$ cat config.mk
export PLATFORM = sky130hd
export DESIGN_NAME = aes_rx_block_assembler
export DESIGN_NICKNAME = d
export VERILOG_FILES = /design/src/rtl/aes_rx_block_assembler.sv
export SDC_FILE = /design/constraint.sdc
export NUM_CORES = 1
export LEC_CHECK = 0
export BUFFER_PORTS_ARGS = -buffer_cell sky130_fd_sc_hd__buf_2
export CELL_PAD_IN_SITES_DETAIL_PLACEMENT = 0
export CELL_PAD_IN_SITES_GLOBAL_PLACEMENT = 1
export CORE_ASPECT_RATIO = 1.25
export CORE_MARGIN = 5
export CORE_UTILIZATION = 47
export DETAILED_ROUTE_END_ITERATION = 16
export PLACE_DENSITY = 0.85
export SLEW_MARGIN = 20
export SYNTH_ARGS = -nofsm -noshare
export SYNTH_HDL_FRONTEND = slang
export SYNTH_SLANG_ARGS = --single-unit
$ cat constraint.sdc
create_clock -name clk -period 3.8 [get_ports clk]
set_clock_uncertainty 0.15 [all_clocks]
set_input_delay 0.76 -clock clk [delete_from_list [all_inputs] [get_ports clk]]
set_output_delay 0.76 -clock clk [all_outputs]
set_load 0.03 [all_outputs]
$ cat src/rtl/aes_rx_block_assembler.sv
// Byte-to-block assembler feeding the AES-128 encipher core: 16 key bytes then 16 plaintext bytes, held under valid/ready.
// Optional macro AES_RX_KEY_REUSE_EN keeps the key after a handshake so later blocks need only plaintext.
module aes_rx_block_assembler #(
    parameter int TIMEOUT_CYCLES = 100000,
    parameter int TMR_W          = 17
) (
    input  logic         clk,
    input  logic         rst_n,
    input  logic [7:0]   rx_data,
    input  logic         rx_valid,
    output logic [127:0] key_text,
    output logic [127:0] plain_text,
    output logic         blk_valid,
    input  logic         blk_ready,
    output logic         err_timeout,
    output logic         err_overrun
);

    typedef enum logic [1:0] {
        S_KEY  = 2'd0,
        S_TEXT = 2'd1,
        S_HOLD = 2'd2
    } state_t;

    localparam bit               TMO_EN   = (TIMEOUT_CYCLES != 0);
    localparam logic [TMR_W-1:0] TMO_LAST = TMR_W'(TIMEOUT_CYCLES - 1);
    localparam logic [TMR_W-1:0] TMR_ONE  = TMR_W'(1);

    state_t             state_r, state_s;
    logic [3:0]         cnt_r, cnt_s;
    logic [TMR_W-1:0]   tmr_r, tmr_s;
    logic [127:0]       key_r, key_s, plain_r, plain_s;
    logic               blk_valid_r;
    logic               err_timeout_r, err_timeout_s;
    logic               err_overrun_r, err_overrun_s;
    logic               tmr_run_s, expire_s;
`ifdef AES_RX_KEY_REUSE_EN
    logic               key_idle_r, key_idle_s;
`endif

    // Next-state, datapath shift and error pulse decode.
    always_comb begin
        state_s       = state_r;
        cnt_s         = cnt_r;
        tmr_s         = tmr_r;
        key_s         = key_r;
        plain_s       = plain_r;
        err_timeout_s = 1'b0;
        err_overrun_s = 1'b0;
`ifdef AES_RX_KEY_REUSE_EN
        key_idle_s    = key_idle_r;
`endif
        case (state_r)
            S_KEY:   tmr_run_s = (cnt_r != 4'd0);
`ifdef AES_RX_KEY_REUSE_EN
            S_TEXT:  tmr_run_s = !key_idle_r;
`else
            S_TEXT:  tmr_run_s = 1'b1;
`endif
            default: tmr_run_s = 1'b0;
        endcase
        expire_s = TMO_EN && tmr_run_s && !rx_valid && (tmr_r == TMO_LAST);

        case (state_r)
            S_KEY, S_TEXT: begin
                if (rx_valid) begin
                    cnt_s = cnt_r + 4'd1;
                    tmr_s = '0;
                    if (state_r == S_KEY) begin
                        key_s = {key_r[119:0], rx_data};
                    end else begin
                        plain_s = {plain_r[119:0], rx_data};
                    end
`ifdef AES_RX_KEY_REUSE_EN
                    key_idle_s = 1'b0;
`endif
                    if (cnt_r == 4'd15) begin
                        state_s = (state_r == S_KEY) ? S_TEXT : S_HOLD;
                    end else begin
                        state_s = state_r;
                    end
                end else if (expire_s) begin
                    // Stale partial frame: restart from the key, keep old word contents.
                    state_s       = S_KEY;
                    cnt_s         = 4'd0;
                    tmr_s         = '0;
                    err_timeout_s = 1'b1;
`ifdef AES_RX_KEY_REUSE_EN
                    key_idle_s    = 1'b0;
`endif
                end else if (tmr_run_s && TMO_EN) begin
                    tmr_s = tmr_r + TMR_ONE;
                end else begin
                    tmr_s = '0;
                end
            end
            S_HOLD: begin
                tmr_s         = '0;
                err_overrun_s = rx_valid;
                if (blk_ready) begin
                    cnt_s = 4'd0;
`ifdef AES_RX_KEY_REUSE_EN
                    state_s    = S_TEXT;
                    key_idle_s = 1'b1;
`else
                    state_s = S_KEY;
`endif
                end else begin
                    state_s = S_HOLD;
                end
            end
            default: begin
                state_s = S_KEY;
                cnt_s   = 4'd0;
                tmr_s   = '0;
            end
        endcase
    end

    // State and output registers; blk_valid tracks the registered hold state.
    always_ff @(posedge clk or negedge rst_n) begin
        if (!rst_n) begin
            state_r       <= S_KEY;
            cnt_r         <= 4'd0;
            tmr_r         <= '0;
            key_r         <= 128'd0;
            plain_r       <= 128'd0;
            blk_valid_r   <= 1'b0;
            err_timeout_r <= 1'b0;
            err_overrun_r <= 1'b0;
`ifdef AES_RX_KEY_REUSE_EN
            key_idle_r    <= 1'b0;
`endif
        end else begin
            state_r       <= state_s;
            cnt_r         <= cnt_s;
            tmr_r         <= tmr_s;
            key_r         <= key_s;
            plain_r       <= plain_s;
            blk_valid_r   <= (state_s == S_HOLD);
            err_timeout_r <= err_timeout_s;
            err_overrun_r <= err_overrun_s;
`ifdef AES_RX_KEY_REUSE_EN
            key_idle_r    <= key_idle_s;
`endif
        end
    end

    assign key_text    = key_r;
    assign plain_text  = plain_r;
    assign blk_valid   = blk_valid_r;
    assign err_timeout = err_timeout_r;
    assign err_overrun = err_overrun_r;

endmodule

## Yosys cells after proc, flatten, opt, wreduce, memory -nomap -nowiden

Index checks and enable logic that the tools add are counted.

| operators by class | value |
|---|---|
| multiplexer cells | 19 |
| reduce and logical (&&, ||, !) cells | 9 |
| add/sub/neg operators | 2 |
| equal/unequal tests | 7 |
| bitwise logic cells | 1 |

Operators with widths:

| cell | number |
|---|---|
| 17-bit two-way mux | 4 |
| 17-bit by 1-bit adder with 17-bit output (second input constant) | 1 |
| 17-bit == test (second input constant) | 1 |
| 4-bit two-way mux | 3 |
| 2-bit two-way mux | 5 |
| 4-bit one-hot mux with 2 select lines | 1 |
| 3-bit AND reduction | 2 |
| 4-bit by 1-bit adder with 4-bit output (second input constant) | 1 |
| 2-bit == test (second input constant) | 2 |
| 4-bit == test (second input constant) | 1 |
| 1-bit two-way mux | 4 |
| 2-bit one-hot mux with 2 select lines | 1 |
| 4-bit nonzero test | 1 |
| 3-bit inequality test (second input constant) | 1 |
| 2-bit by 1-bit == test with 1-bit output (second input constant) | 1 |
| 1-bit logical AND | 2 |
| 2-bit zero test | 1 |
| 2-bit inequality test (second input constant) | 1 |
| 1-bit one-hot mux with 2 select lines | 1 |
| 2-bit AND reduction | 1 |
| 2-bit OR reduction | 1 |
| 1-bit zero test | 1 |
| 1-bit NOT | 1 |

| word-level totals | value |
|---|---|
| output and inout port bits | 259 |
| register bits | 282 |

## Depth between registers and ports, before layout

| depth | value |
|---|---|
| depth in word-level cells | 8 |
| mapped depth | 7 |
| mapped depth without buffers | 5 |

## Least setup slack after synthesis

OpenSTA, ideal clock, no wires.

| timing | value |
|---|---|
| path type | in2reg |
| start | input rx_valid |
| end | register plain_r[100], in the netlist plain_text[100] |
| library setup time | 125 ps |
| arrival | 1687 ps |
| buffers on the path | 2 |
| slack | 1838 ps |
| data required time | 3525 ps |
| stages | 5 |
| path through | and2b_1 -> nand2_1 -> buf_2 -> buf_4 -> mux2_2 |

| between the ends | value |
|---|---|
| word-level cells in the longest chain between the ends | 1 |

Ends and longest elaborated chain:

| item | RTL line | source |
|---|---|---|
| start, declared | 10 | `input logic rx_valid,` |
| 3-bit AND reduction (no source line) | - |  |
| end signal, assigned | 139 | `plain_r <= plain_s;` |
| end, declared | 32 | `logic [127:0] key_r, key_s, plain_r, plain_s;` |

No other way between the ends.
A chain may end at the register's enable or synchronous reset.

## Worst setup path after layout

| timing | value |
|---|---|
| start | register state_r[1] |
| end | register key_r[77], in the netlist key_text[77] |

| between the ends | value |
|---|---|
| word-level cells in the longest chain between the ends | 3 |
| elaborated cells on any way between the ends | 4 |

Ends and longest elaborated chain:

| item | RTL line | source |
|---|---|---|
| start, declared | 29 | `state_t state_r, state_s;` |
| start signal, assigned | 135 | `state_r <= state_s;` |
| 2-bit by 1-bit == test with 1-bit output or 2-bit zero test (tied branches) | 64, 69 |  |
| 2-bit OR reduction | 64 | `case (state_r)` |
| 3-bit AND reduction (no source line) (*) | - |  |
| end signal, assigned | 138 | `key_r <= key_s;` |
| end, declared | 32 |  |

Mark *: on every way between the ends. The rest lies on a longest branch, timed or not.

==> flow_summary.yaml <==
run_status:
  run_status: "complete, no violations"
pwr:
  powerDensity_nw_per_um2: 861
  p_leak_nw: 6.93
  ir_drop_uv: 581
placement:
  place_ws_ps: 1250
  io_buffer_count: 270
  place_inst: 1204
  place_congestion: 0.780
  dp_hpwl_mm: 16.2
  dpl_cell_area_um2: 12500
global_route:
  gr-usage-all-layers_pct: 17.3
  grt_max_degree: 99
  grt-ovfl-total: 0
  grt_pass1_vias: 6605
  antenna_found_initial: 0
  grt_first_pass_wirelength_mm: 37.6
yosys:
  syn_area_um2: 10800
  synth_nets: 680
  netlist_instances: 665
  yosys_warnings: 0
  ys_seq_elements: 282
  ys_seq_area_share_pct: 65.4
  yosysUniqueCellTypes: 34
  synth.avg_cell_area_um2: 16.2
routing:
  avgViaCountPerCell: 5.05
  firstDrtPassIters: 4
  drt_wl_total_mm: 22.7
  postRouteAntennaNets: 0
  vias: 6331
  drc: 0
  drtIter0Drc: 236
  routedWlPerCell_um: 18.1
sta:
  finalHoldViolations: 0
  max_slew_margin_pct: 52.8
  fmax_mhz: 463
  tightestPinTransition_ps: 708
  setup_viol: 0
  period_needed_ps: 2160
  rsz0062_at_grt: "no"
  drv_slew: 0
  fin_setup_tns_ps: 0
  fin_ws_ps: 1640
  period_share_pct: 56.9
layout:
  final_common_cell: "dfrtp_1"
  nets: 962
  antenna_cells: 0
  stdcell_count: 1254
  post-route-cell-area_um2: 13500
  drive_above_1_share_pct: 61.2
  final_cell_mix: "282 x dfrtp_1, 269 x buf_2, 256 x mux2_2"
  syn2layout_area_growth_pct: 24.7
critical_path:
  r2r_cells: 5
  worstSetupPathType: "reg2reg"
  end_kind: "flip-flop"
  start_kind: "flip-flop"
  r2r_start: "state_r[1]$_DFF_PN0_"
  path_cells: "inv_1 > nand2_1 > nor2_4 > buf_12 > mux2_2"
  rrSetupSlack_ps: 1640
  r2r-end: "key_text[77]$_DFFE_PN0P_"
  worst-endpoint-arrival_ps: 2420
  worstPathMaxFanout: 41
  required_ps: 4060
  slowest_stage: "nor2_4"
  critPathMaxStageDelay_ps: 530
clock_network:
  cts_max_path_buffers: 3
  cts_resized: 0
  cts-buffers-inserted: 29
  clockRootBuffer: "clkbuf_16"
  post_cts_buffers: 0
  cts_num_sinks: 282
  h-tree-depth: 1
  cts_tree: "built"
  cts.reportedPaths.clkPinSlew_ps: 60
  cts_hold_buf: 0
  clk_latency_ps: 530
floorplan:
  coreArea_um2: 22800
  dieArea_um2: 26100
  ioPinCount: 271
  start_util_pct: 47.3
  row_count: 62
  die_h_um: 179
  chipWidth_um: 146
hold_path:
  hold_path_class: "in2async"
job:
  drv_cap: 0
-- layout make-up --
type | count | area (um2)
flip-flops and latches | 282 | 7060
repair buffers | 283 | 1550
inverters | 5 | 18.8
clock inverters | 8 | 119
well taps | 288 | 360
fillers | 1833 | 9350
multi-input cells | 346 | 3530
clock buffers | 42 | 825
-- logic make-up after synthesis --
kind of cell               after synthesis  share of synthesized area, %
AOI/OAI and AO/OA                       14                         0.939
muxes                                  256                          26.7
adders and majority gates                3                         0.348
buffers and inverters                   37                          2.03
and+or+nand+nor                         58                          3.40
xor gates and xnor gates                15                          1.22
DFF                                    282                          65.4
-- where the power goes --
part	switching (mW)	leakage (nW)	internal, mW
sequential	0.640	3.63	3.89
combinational	2.72	2.84	1.56
clock	1.10	0.465	1.70
-- Yosys cell counts --
cell type	number	area [um2]
ha_1	3	37.5
nand2_1	7	26.3
inv_1	5	18.8
buf_2	16	80.1
nor2_1	17	63.8
nand3_1	9	45.0
nand3b_4	1	20.0
a21oi_2	1	8.76
nand4_4	1	21.3
o21ai_0	3	15.0
dfrtp_1	282	7060
nor4b_2	1	15.0
o2111ai_1	1	8.76
buf_4	14	105
mux2_2	256	2880
o21bai_1	2	15.0
and4_1	5	43.8
and2_1	1	6.26
or4b_4	1	13.8
nand4_1	7	43.8
nand3_2	2	20.0
or3_1	2	12.5
xnor2_1	2	17.5
buf_6	1	11.3
and2b_1	1	7.51
o31ai_1	1	7.51
a21oi_1	1	5.00
a31o_1	2	17.5
nor4_2	1	12.5
clkbuf_1	1	3.75
a22o_1	1	8.76
xor2_1	13	114
nor3b_1	2	15.0
o211ai_1	2	15.0
-- worst max-delay path, delay by kind of cell (launching register included) --
| kind | cells | cell delay (ps) |
|---|---|---|
| simple gates | 2 | 670 |
| mux | 1 | 360 |
| buf+inv | 2 | 430 |
| flops | 1 | 410 |
-- routing by layer --
layer	wire length [um]	vias up	part of all wire [%]	GRT usage, %
li1	-	2938	-	-
met1	8680	3187	38	20.6
met2	12000	157	53	30.5
met3	1250	49	5.5	4.16
met4	805	0	3.5	6.12
met5	0	-	0	0
-- flip-flops by register name (all words and copies together) (netlist names) --
name and cells:
key_text 128, plain_text 128, tmr_r 17, cnt_r 4, state_r 2, blk_valid 1, err_overrun 1, err_timeout 1
-- worst max-delay path by stage --
stage | startpoint | end | slack [ps] | cells past startpoint
final | state_r[1]$_DFF_PN0_ | key_text[77]$_DFFE_PN0P_ | 1640 | 5
after global routing | state_r[1]$_DFF_PN0_ | key_text[113]$_DFFE_PN0P_ | 1510 | 5
after detailed placement | rx_valid | key_text[114]$_DFFE_PN0P_ | 1250 | 5
after global placement | rx_valid | key_text[65]$_DFFE_PN0P_ | 1280 | 5
after floorplan | rx_valid | plain_text[100]$_DFFE_PN0P_ | 1840 | 5
after CTS | state_r[1]$_DFF_PN0_ | key_text[114]$_DFFE_PN0P_ | 1630 | 5
-- through the flow --
stage	total power [mW]	hold slack (ps)	utilization, %
after floorplan	7.48	295	-
after detailed placement	8.92	328	54.9
after global placement	8.82	318	54.9
after CTS	11.8	92.5	59.0
final	11.6	42.6	59.0
after global routing	12.2	99.3	59.0
Note: power is estimated with default switching activity, not from simulation.
